`src/rtl/mips_pkg.sv`:
```
// Shared MIPS datapath constants and helpers used by the datapath building blocks.
package mips_pkg;

    localparam int unsigned DATA_W = 32;

    // Output-stage states; the state bit is the output-valid flag itself.
    localparam logic StEmpty = 1'b0;
    localparam logic StFull  = 1'b1;

    function automatic int unsigned clog2_min1(input int unsigned n);
        return (n <= 32'd2) ? 32'd1 : $clog2(n);
    endfunction

endpackage

```
`src/rtl/rr_arbiter.sv`:
```
// Combinational arbiter: fixed priority (mode=0) or round-robin from ptr (mode=1).
module rr_arbiter
    import mips_pkg::*;
#(
    parameter int unsigned NCH  = 4,
    parameter int unsigned SELW = clog2_min1(NCH)
) (
    input  logic [NCH-1:0]  req,
    input  logic [SELW-1:0] ptr,
    input  logic            mode,
    output logic [NCH-1:0]  gnt,
    output logic [SELW-1:0] gnt_idx,
    output logic            any
);

    logic [2*NCH-1:0] req_dbl;
    logic [NCH-1:0]   req_rot;
    int unsigned      base;
    int unsigned      idx;

    always_comb begin
        base    = (mode && (32'(ptr) < NCH)) ? 32'(ptr) : 32'd0;
        req_dbl = {req, req};
        // Rotating the doubled vector puts the start position at bit 0.
        req_rot = req_dbl[base +: NCH];
        any     = |req_rot;
        idx     = base;
        for (int i = NCH - 1; i >= 0; i--) begin
            if (req_rot[i]) begin
                idx = base + 32'(i);
            end
        end
        if (idx >= NCH) begin
            idx = idx - NCH;
        end
        gnt_idx = idx[SELW-1:0];
        gnt     = any ? (NCH'(1) << idx) : '0;
    end

endmodule

```
`src/rtl/arb_mux.sv`:
```
// N-channel arbitrating mux with a single registered output stage and back-pressure.
module arb_mux
    import mips_pkg::*;
#(
    parameter int unsigned WIDTH = DATA_W,
    parameter int unsigned NCH   = 4,
    parameter int unsigned MODE  = 1,
    parameter int unsigned SELW  = clog2_min1(NCH)
) (
    input  logic                 clk,
    input  logic                 rst,
    input  logic [NCH-1:0]       in_valid,
    input  logic [NCH*WIDTH-1:0] in_data,
    output logic [NCH-1:0]       in_ready,
    output logic                 out_valid,
    output logic [WIDTH-1:0]     out_data,
    output logic [SELW-1:0]      out_sel,
    input  logic                 out_ready
);

    logic [NCH-1:0]   gnt;
    logic [SELW-1:0]  gnt_idx;
    logic             gnt_any;
    logic [WIDTH-1:0] gnt_data;
    logic             can_load;
    logic             accept;
    logic             state_q, state_d;
    logic [WIDTH-1:0] data_q, data_d;
    logic [SELW-1:0]  sel_q, sel_d;
    logic [SELW-1:0]  ptr_q, ptr_d;

    rr_arbiter #(
        .NCH  (NCH),
        .SELW (SELW)
    ) u_arb (
        .req     (in_valid),
        .ptr     (ptr_q),
        .mode    (MODE != 0),
        .gnt     (gnt),
        .gnt_idx (gnt_idx),
        .any     (gnt_any)
    );

    // One-hot AND-OR select keeps in_data off every control path.
    always_comb begin
        gnt_data = '0;
        for (int i = 0; i < NCH; i++) begin
            gnt_data |= in_data[i*WIDTH +: WIDTH] & {WIDTH{gnt[i]}};
        end
    end

    always_comb begin
        can_load = (state_q == StEmpty) || out_ready;
        accept   = gnt_any && can_load;
        in_ready = can_load ? gnt : '0;
        state_d  = state_q;
        data_d   = data_q;
        sel_d    = sel_q;
        ptr_d    = ptr_q;
        if (accept) begin
            state_d = StFull;
            data_d  = gnt_data;
            sel_d   = gnt_idx;
            if (MODE != 0 && NCH > 1) begin
                ptr_d = (gnt_idx == SELW'(NCH - 1)) ? '0 : gnt_idx + SELW'(1);
            end
        end else if (state_q == StFull && out_ready) begin
            state_d = StEmpty;
        end
    end

    always_ff @(posedge clk or posedge rst) begin
        if (rst) begin
            state_q <= StEmpty;
            data_q  <= '0;
            sel_q   <= '0;
            ptr_q   <= '0;
        end else begin
            state_q <= state_d;
            data_q  <= data_d;
            sel_q   <= sel_d;
            ptr_q   <= ptr_d;
        end
    end

    assign out_valid = (state_q == StFull);
    assign out_data  = data_q;
    assign out_sel   = sel_q;

endmodule

```
`config.mk`:
```
export PLATFORM = sky130hd
export DESIGN_NAME = arb_mux
export DESIGN_NICKNAME = d
export VERILOG_FILES = /design/src/rtl/mips_pkg.sv /design/src/rtl/rr_arbiter.sv /design/src/rtl/arb_mux.sv
export SDC_FILE = /design/constraint.sdc
export NUM_CORES = 1
export LEC_CHECK = 0
export BUFFER_PORTS_ARGS = -buffer_cell sky130_fd_sc_hd__buf_2
export CAP_MARGIN = 5
export CORE_AREA = 2 2 80 82
export DETAILED_ROUTE_END_ITERATION = 10
export DIE_AREA = 0 0 82 84
export PLACE_DENSITY = 0.81
export SLEW_MARGIN = 20
export SYNTH_ARGS = -nofsm -noshare
export SYNTH_HDL_FRONTEND = slang
export SYNTH_HIERARCHICAL = 1
export SYNTH_SLANG_ARGS = --single-unit
```
`constraint.sdc`:
```
create_clock -name clk -period 3.17 [get_ports clk]
set_input_delay 0.634 -clock clk [delete_from_list [all_inputs] [get_ports clk]]
set_output_delay 0.634 -clock clk [all_outputs]
set_load 0.01 [all_outputs]
```
==> qor.csv, run 1 <==
metric,value,unit
antenna_left,0,
rr_endpoint,out_data[30]$_DFFE_PP0P_,
min_period,2810,ps
multiInputGateArea,1280,um^2
layout_common_cells,"buf_2 (173), a22oi_1 (65), dfrtp_1 (37)",
met1_length,3370,um
fmax,355,MHz
syn_area_per_cell,9.39,um^2
status,completed,
synth_area_leaders,"dfrtp_1 (38%), a22oi_1 (20%), a31oi_1 (8.5%)",
end_kind,primary output,
hold_buffers,0,
wl_per_cell,16.4,um
fin_crit_sh,88.8,%
tightest_slew,778,ps
slew_headroom,48.0,%
coreArea,6100,um^2
clk_path_buf_depth,2,
route.met3.wl,648,um
final_common_cell,buf_2,
gp_congestion,0.957,
cp_cell_sequence,"and2b_1, o211ai_1, a221o_1, nor3b_2, and2_1, buf_2",
cts_buffers,5,
antenna_cells,0,
antenna_found_initial,0,
routed_wl,8020,um
cp.arrival,2180,ps
io_buffers,173,
clockRootBuffer,clkbuf_8,
crit_slowest_cell,dfrtp_1,
p_total,2.18,mW
setup_violations,0,
finalHoldViolCount,0,
grt_pass1_wl,12300,um
crit_buf_inv,1,
dieArea,6890,um^2
cts_sinks,37,
crit_family,flip-flops,
setup_tns,0,ps
power_density,651,nW/um^2
cp_num_cells,6,
wl_met2,3890,um
ys.warnings.count,6,
highest_layer,met4,
grt_usage,22.8,%
cp_max_fo,15,
skew,5.72,ps
ff_latch_area,926,um^2
die_width,82,um
cts_resized,0,
r2r_cells,7,
place_hpwl,5740,um
r2r_slack,720,ps
syn_area,2420,um^2
area_growth_syn_to_layout,38.4,%
via_count,2794,
drc,0,
synth_top_cell_by_area,dfrtp_1,
cts.htree.levels,2,
synth-seq-cells,37,
synthCells,258,
r2r-start,ptr_q[1]$_DFFE_PP0P_,
rows,29,
synth_cell_types,37,
grt_max_degree,39,
synth_edf_count,0,
postCtsSetupBuffers,0,
dr.pass1.iters,4,
p_leak,1.60,nW
rsz0062_at_grt,no,
cts_tree,yes,
start_util,39.8,%
critPathCapture,in_ready[3],
fillers,595,
required,2540,ps
nNetsFinal,548,
cts.clk_slew.worst_paths,70,ps
layout-drive-gt1-share,47.9,%
report.final.slew_viol_count,0,
io_pins,174,
hp-class,primary input to async pin,
clk_latency,280,ps
ir_drop,0.000325,V
via_per_inst,5.70,
synth_flop_cell,dfrtp_1,
worstSetupPathType,flop to primary output,
grt-ovfl-total,0,
grt_pass1_vias,2668,
synthDominantCellAreaShare,38.2,%
synth_seq_area_share,38.2,%
cp-start-kind,flop,
die_height,84,um
drt_iter0_markers,195,
startpoint,ptr_q[1]$_DFFE_PP0P_,
maxCapViolations,0,
critPathMaxStageDelay,640,ps
synth-async-reset-ratio,100,%
worst register-to-register path, cell delays in order, from the launching register on:
cell,delay [ps]
dfrtp_1,550
and2b_1,260
o211ai_1,220
a221o_1,340
nor3b_2,250
buf_4,360
a22oi_1,180
a31oi_1,210
through the flow:
step | utilization (%) | setup slack [ps] | hold WS [ps] | area [um^2] | cells
finish | 55.0 | 355 | 488 | 3350 | 490
global route | 55.0 | 204 | 553 | 3350 | 490
CTS | 55.0 | 377 | 513 | 3350 | 490
detailed placement | 53.1 | 440 | 505 | 3240 | 482
global placement | 53.1 | 514 | 494 | 3240 | 482
floorplan | - | 480 | 505 | 2430 | 260
power breakdown:
| group | total (mW) | switching [mW] | internal, mW |
|---|---|---|---|
| clock | 0.418 | 0.162 | 0.257 |
| sequential | 0.744 | 0.118 | 0.626 |
| combinational | 1.02 | 0.571 | 0.451 |
area by class of cell:
| type | count | share of cell area, % |
|---|---|---|
| Multi-Input combinational cell | 183 | 38.2 |
| Sequential cell | 37 | 27.6 |
| Timing Repair Buffer | 179 | 27.2 |
| Tap cell | 77 | 2.87 |
| Clock buffer | 7 | 2.57 |
| Clock inverter | 1 | 0.896 |
| Inverter | 6 | 0.672 |
per-layer routing:
layer / GRT usage, % / vias to the layer above
met5: 0 / -
met4: 6.36 / 0
met1: 28.6 / 1309
li1: - / 1323
met2: 39.3 / 152
met3: 3.90 / 10
kinds of logic after synthesis:
| family | count (synthesis) | synth area share [%] |
|---|---|---|
| AOI/OAI and AO/OA | 150 | 41.1 |
| DFF | 37 | 38.2 |
| adders and majority gates | 1 | 0.516 |
| and+or+nand+nor | 25 | 7.54 |
| other | 1 | 0.155 |
| muxes | 4 | 2.48 |
| buffers and inverters | 40 | 9.96 |
synth_stat cells, drive strengths merged (3+ instances only):
| cell | number |
|---|---|
| buf | 28 |
| a31oi | 33 |
| nor2 | 3 |
| nand2b | 3 |
| a21oi | 35 |
| and2 | 7 |
| inv | 6 |
| nor3 | 3 |
| a22oi | 65 |
| clkbuf | 6 |
| o21ai | 6 |
| mux2 | 4 |
| dfrtp | 37 |
worst min-delay path by stage:
stage	from	end	slack (ps)	cells past startpoint
detailed placement	out_sel[1]$_DFFE_PP0P_	out_sel[1]$_DFFE_PP0P_	510	1
global placement	out_sel[1]$_DFFE_PP0P_	out_sel[1]$_DFFE_PP0P_	490	1
floorplan	ptr_q[0]$_DFFE_PP0P_	ptr_q[0]$_DFFE_PP0P_	510	1
finish	rst	out_data[15]$_DFFE_PP0P_	490	2
global route	rst	out_data[2]$_DFFE_PP0P_	550	2
CTS	rst	out_data[31]$_DFFE_PP0P_	510	2
sequential cells by signal (all words and copies together), names as in the netlist:
register / count
out_valid: 1
out_data: 32
ptr_q: 2
out_sel: 2
Note: power is estimated with default switching activity, not from simulation.
==> inputs of run 2 (changes only) <==
--- a/config.mk
+++ b/config.mk
@@ -7,12 +7,11 @@
 export LEC_CHECK = 0
 export BUFFER_PORTS_ARGS = -buffer_cell sky130_fd_sc_hd__buf_2
 export CAP_MARGIN = 5
-export CORE_AREA = 2 2 80 82
+export CORE_AREA = 2 2 78 80
 export DETAILED_ROUTE_END_ITERATION = 10
-export DIE_AREA = 0 0 82 84
+export DIE_AREA = 0 0 80 82
 export PLACE_DENSITY = 0.81
 export SLEW_MARGIN = 20
 export SYNTH_ARGS = -nofsm -noshare
 export SYNTH_HDL_FRONTEND = slang
-export SYNTH_HIERARCHICAL = 1
 export SYNTH_SLANG_ARGS = --single-unit
==> run 2 against run 1 <==
Compared with the run above: global-route usage about the same; clock skew grew 0.88 ps; utilization fell by 0.087 points; largest power group unchanged; critical endpoint is now in_ready[0]; non-clock buffer count is 2 higher; largest cell class unchanged; cell area is 5.9% lower; critical path type unchanged; synthesized cell count decreased by 8.1%.
==> qor.csv, run 2 <==
metric,value,unit,change
via_per_inst,5.62,,-1.4%
yosys-top-cells-count,"nor2_1 (38), dfrtp_1 (37), a222oi_1 (32), a31oi_1 (32), o21ai_0 (28)",,
slew_headroom,41.5,%,-6.5 points
synth_edf_count,0,,unchanged
synthDominantCellAreaShare,41.9,%,+3.7 points
worstHoldEndpoint,out_sel[1]$_DFFE_PP0P_,,
finalInstanceArea,3160,um^2,-5.9%
dr.pass1.iters,6,,+2
grt-ovfl-total,0,,unchanged
min_period,2620,ps,-199 ps
die_width,80,um,-2.4%
rows,28,,-3.4%
cts_sinks,37,,unchanged
hp-start,out_sel[1]$_DFFE_PP0P_,,
final_cells,473,,-3.5%
gp_congestion,0.862,,-9.9%
finalWorstSetupSlack,554,ps,+199 ps
synthCells,237,,-8.1%
p_leak,1.52,nW,-4.8%
nNetsFinal,535,,-2.4%
fillers,534,,-10%
grt_usage,22.7,%,-0.025 points
crit_buf_inv,2,,+1
hold_buffers,0,,unchanged
cts_tree,yes,,
clockRootBuffer,clkbuf_8,,
syn_nets,374,,
multiInputGateArea,1100,um^2,-14%
drc,0,,unchanged
ys.warnings.count,0,,-6
largest_reg_flops,32,,unchanged
utilization,54.9,%,-0.087 points
r2r_slack,870,ps,+150 ps
grt_max_degree,33,,-15%
synth-seq-cells,37,,unchanged
cp-start-kind,flop,,
r2r_cells,8,,+1
ir_drop,0.000287,V,-12%
required,2540,ps,about the same
place_area,3070,um^2,-5.2%
status,completed,,
yosysMostFrequentCell,nor2_1,,
synth_top_cell_by_area,dfrtp_1,,
ff_latch_area,926,um^2,unchanged
clk_path_buf_depth,2,,unchanged
fin_crit_sh,82.5,%,-6.3 points
final_common_cell,buf_2,,
finalHoldViolCount,0,,unchanged
cp_max_fo,11,,-4
syn_area_per_cell,9.33,um^2,-0.69%
grt_pass1_vias,2477,,-7.2%
r2r-start,ptr_q[1]$_DFFE_PP0P_,,
dieArea,6560,um^2,-4.8%
synth_flop_cell,dfrtp_1,,
antenna_found_initial,0,,unchanged
fmax,382,MHz,+7.6%
place_hpwl,5430,um,-5.4%
hold_depth,1,,
die_height,82,um,-2.4%
critPathMaxStageDelay,560,ps,-80 ps
report.final.slew_viol_count,0,,unchanged
crit_slowest_cell,dfrtp_1,,
p_total,2.08,mW,-4.8%
maxCapViolations,0,,unchanged
postCtsSetupBuffers,0,,unchanged
io_pins,174,,unchanged
cp.arrival,1980,ps,-200 ps
cts.clk_slew.worst_paths,70,ps,about the same
drt_iter0_markers,264,,+35%
routed_wl,7600,um,-5.2%
skew,6.60,ps,+0.880 ps
cp_num_cells,7,,+1
cts_buffers,5,,unchanged
antenna_cells,0,,unchanged
via_count,2660,,-4.8%
setup_tns,0,ps,unchanged
cts_resized,0,,unchanged
crit_family,flip-flops,,
synth_cell_types,32,,-14%
cp_cell_sequence,"nor3b_1, o22ai_1, a2bb2oi_2, inv_1, ha_1, and2_1, buf_2",,
antenna_left,0,,unchanged
dp.cells,466,,-3.3%
wl_per_cell,16.1,um,-1.8%
syn_area,2210,um^2,-8.8%
tightest_slew,876,ps,+97.5 ps
clk_latency,280,ps,about the same
power_density,659,nW/um^2,+1.2%
grt_pass1_wl,11600,um,-5.6%
hp-class,flop to flop,,
end_kind,primary output,,
area_growth_syn_to_layout,42.7,%,
start_util,38.5,%,-1.3 points
timing.hold.ws,505,ps,+17.2 ps
setup_violations,0,,unchanged
cts.htree.levels,2,,unchanged
worstSetupPathType,flop to primary output,,
synth_area_leaders,"dfrtp_1 (42%), a222oi_1 (14%), a31oi_1 (9.1%)",,
pre_cts_ws,560,ps,+120 ps
layout_common_cells,"buf_2 (173), nor2_1 (38), dfrtp_1 (37)",,
synth_seq_area_share,41.9,%,+3.7 points
layout-drive-gt1-share,48.7,%,+0.80 points
io_buffers,173,,unchanged
rsz0062_at_grt,no,,
coreArea,5750,um^2,-5.7%
synth-async-reset-ratio,100,%,unchanged
rr_endpoint,out_data[5]$_DFFE_PP0P_,,
## run 2: changes by cell type in the layout (fill, tap and decap cells not counted), sizes merged, moves of 5 or more
cell	previous run	this run
a21oi	35	4
a222oi	0	32
a22oi	65	0
and2	7	2
nor2	3	39
o21ai	6	36
## run 2: final cells by class
type,instances,share of cell area (%)
Inverter,6,0.714
Multi-Input combinational cell,167,34.9
Timing Repair Buffer,181,29.3
Clock buffer,7,2.74
Sequential cell,37,29.3
Tap cell,75,2.97
## run 2: cell families (layout without fill, tap and decap cells)
| kind of cell | after synthesis | count (layout) | share of synthesized area (%) |
|---|---|---|---|
| AO/OA/AOI/OAI | 112 | 112 | 36.7 |
| AND/OR/NAND/NOR | 51 | 51 | 10.9 |
| flip-flops | 37 | 37 | 41.9 |
| buffers and inverters | 33 | 194 | 8.32 |
| adder cells (fa/ha/maj) | 2 | 2 | 1.13 |
| multiplexers | 2 | 2 | 1.02 |
## run 2: layer usage
metal | part of all wire, % | GRT usage (%)
met5 | 0 | 0
met1 | 39 | 27.1
met4 | 0.89 | 6.44
met3 | 9.3 | 5.16
met2 | 51 | 41.0
## run 2: worst max-delay path by stage
stage	startpoint	end
6_report	ptr_q[1]$_DFFE_PP0P_	in_ready[0]
3_5_place_dp	in_valid[0]	out_data[5]$_DFFE_PP0P_
5_1_grt	ptr_q[1]$_DFFE_PP0P_	in_ready[0]
3_3_place_gp	in_valid[0]	in_ready[3]
4_1_cts	in_valid[0]	in_ready[3]
2_1_floorplan	in_valid[1]	in_ready[3]
## run 2: power breakdown
part | switching (mW) | internal (mW)
sequential | 0.103 | 0.636
combinational | 0.562 | 0.444
clock | 0.163 | 0.173
total | 0.828 | 1.25
## run 2: worst register-to-register path: cells and delay by family (launching register included)
family                   cells  cell delay (ps)
buffers and inverters        2              330
AO/OA/AOI/OAI                4              860
flip-flops                   1              560
AND/OR/NAND/NOR              1              230
adder cells (fa/ha/maj)      1              190
==> inputs of run 3 (changes only) <==
==> constraint.sdc (replaced) <==
create_clock -name clk -period 2.5 [get_ports clk]
set_input_delay 0.5 -clock clk [delete_from_list [all_inputs] [get_ports clk]]
set_output_delay 0.5 -clock clk [all_outputs]
set_load 0.01 [all_outputs]
==> run 3 against run 2 <==
Compared with the run above: clock power rose by 18%; clock skew fell by 0.90 ps; register-to-register slack got worse by 520 ps; hold slack got worse by 200 ps; critical path type unchanged; critical endpoint unchanged; highest routed layer unchanged.
==> qor.csv, run 3 (same netlist as run 2, synthesis figures left out) <==
metric,value,unit,change
cts_sinks,37,,unchanged
met1_usage,25.6,%,-1.5 points
final_common_cell,buf_2,,
area_growth_syn_to_layout,43.5,%,
place_hpwl,5340,um,-1.7%
coreArea,5750,um^2,unchanged
grt_usage,21.4,%,-1.4 points
rsz0062_at_grt,no,,
pre_cts_ws,144,ps,-416 ps
dieArea,6560,um^2,unchanged
routed_wl,7250,um,-4.6%
antenna_found_initial,0,,unchanged
worstSetupPathType,flop to primary output,,
clk_latency,280,ps,about the same
report.final.slew_viol_count,0,,unchanged
cp.arrival,1900,ps,-80 ps
power_density,829,nW/um^2,+26%
fin_crit_sh,96.1,%,
cts_tree,yes,,
layout_common_cells,"buf_2 (173), nor2_1 (38), dfrtp_1 (36)",,
io_pins,174,,unchanged
cp_max_fo,11,,unchanged
finalWorstSetupSlack,97.2,ps,-457 ps
grt_pass1_vias,2432,,-1.8%
cp_cell_sequence,"nor3b_1, o22ai_1, a2bb2oi_2, inv_1, ha_1, and2_1, buf_2",,
grt_max_degree,39,,+18%
timing.hold.ws,307,ps,-198 ps
grt_pass1_wl,11100,um,-4.9%
r2r-start,ptr_q[1]$_DFFE_PP0P_,,
rr_endpoint,out_data[2]$_DFFE_PP0P_,,
crit_slowest_cell,dfrtp_2,,
clockRootBuffer,clkbuf_8,,
end_kind,primary output,,
finalHoldViolCount,0,,unchanged
largest_reg_flops,32,,unchanged
r2r_cells,8,,unchanged
die_width,80,um,unchanged
clk_path_buf_depth,2,,unchanged
setup_tns,0,ps,unchanged
p_leak,1.53,nW,+0.54%
start_util,38.5,%,unchanged
io_buffers,173,,unchanged
crit_family,flip-flops,,
ir_drop,0.000437,V,+53%
grt-ovfl-total,0,,unchanged
maxCapViolations,0,,unchanged
layout-drive-gt1-share,49.3,%,+0.51 points
hold_buffers,0,,unchanged
finalInstanceArea,3170,um^2,+0.55%
status,completed,,
fillers,543,,+1.7%
drc,0,,unchanged
rows,28,,unchanged
met3_usage,3.41,%,-1.8 points
wl_per_cell,15.3,um,-5.0%
tightest_slew,470,ps,-406 ps
cts.clk_slew.worst_paths,70,ps,about the same
drt_iter0_markers,260,,-1.5%
critPathMaxStageDelay,470,ps,-90 ps
p_total,2.63,mW,+26%
dr.pass1.iters,8,,+2
cts_buffers,5,,unchanged
hp-class,primary input to async pin,,
antenna_cells,0,,unchanged
cp-start-kind,flop,,
setup_violations,0,,unchanged
min_period,2400,ps,
via_count,2673,,+0.49%
skew,5.70,ps,-0.901 ps
slew_headroom,68.7,%,+27 points
fmax,416,MHz,
cts.htree.levels,2,,unchanged
place_area,3090,um^2,+0.65%
antenna_left,0,,unchanged
grt.busiest_layer,met2,,
gp_congestion,0.778,,-9.8%
via_per_inst,5.63,,about the same
met2_usage,39.8,%,-1.2 points
r2r_slack,350,ps,-520 ps
nNetsFinal,536,,+0.19%
crit_buf_inv,2,,unchanged
required,2000,ps,-540 ps
die_height,82,um,unchanged
run 3: changes by cell type in the layout (fill, tap and decap cells not counted):
| cell | before | now |
|---|---|---|
| dfrtp_2 | 0 | 1 |
| clkbuf_8 | 6 | 5 |
| buf_12 | 0 | 1 |
| dfrtp_1 | 37 | 36 |
| clkinv_2 | 0 | 2 |
run 3: report_power, final:
group | switching, mW | total, mW | internal, mW
registers | 0.134 | 0.942 | 0.808
logic | 0.706 | 1.29 | 0.588
clock network | 0.202 | 0.396 | 0.193
total | 1.04 | 2.63 | 1.59
run 3: what timing repair did:
item | CTS | global route
resized for setup | 1 | 0
setup buffers | 0 | 0
endpoints found under the setup margin | 1 | 0
run 3: how the worst max path moves through the flow:
| stage | from | end | slack, ps | depth (start not counted) |
|---|---|---|---|---|
| finish | ptr_q[1]$_DFFE_PP0P_ | in_ready[0] | 100 | 7 |
| global route | ptr_q[1]$_DFFE_PP0P_ | in_ready[0] | 20 | 7 |
| CTS | ptr_q[1]$_DFFE_PP0P_ | in_ready[0] | 80 | 7 |
| detailed placement | in_valid[0] | out_data[24]$_DFFE_PP0P_ | 140 | 9 |
| global placement | in_valid[0] | out_data[19]$_DFFE_PP0P_ | 200 | 9 |
| floorplan | in_valid[1] | in_ready[3] | 40 | 8 |
run 3: worst register-to-register path, cell delays in order, from the launching register on:
cell and delay (ps):
dfrtp_2 470, nor3b_1 210, o22ai_1 130, a2bb2oi_2 230, inv_1 70, ha_1 230, buf_4 220, a222oi_1 330
a31oi_1 130
run 3: layer usage:
layer / part of all wire [%] / vias to the layer above / wire (um)
met1: 39 / 1241 / 2850
li1: - / 1263 / -
met2: 51 / 161 / 3700
met3: 8.8 / 8 / 639
met4: 0.83 / 0 / 60
met5: 0 / - / 0
run 3: final cells by class:
| cell class | instances | area, um^2 | share of cell area [%] |
|---|---|---|---|
| Multi-Input combinational cell | 167 | 1100 | 34.7 |
| Tap cell | 75 | 93.8 | 2.96 |
| Sequential cell | 37 | 927 | 29.2 |
| Clock buffer | 6 | 72.6 | 2.29 |
| Clock inverter | 2 | 10.0 | 0.315 |
| Timing Repair Buffer | 182 | 946 | 29.8 |
| Inverter | 6 | 22.5 | 0.710 |
run 3: through the flow:
| stage | cells | util [%] |
|---|---|---|
| 2_1_floorplan | 237 | - |
| 3_3_place_gp | 467 | 53.8 |
| 3_5_place_dp | 467 | 53.8 |
| 4_1_cts | 475 | 55.2 |
| 5_1_grt | 475 | 55.2 |
| 6_report | 475 | 55.2 |
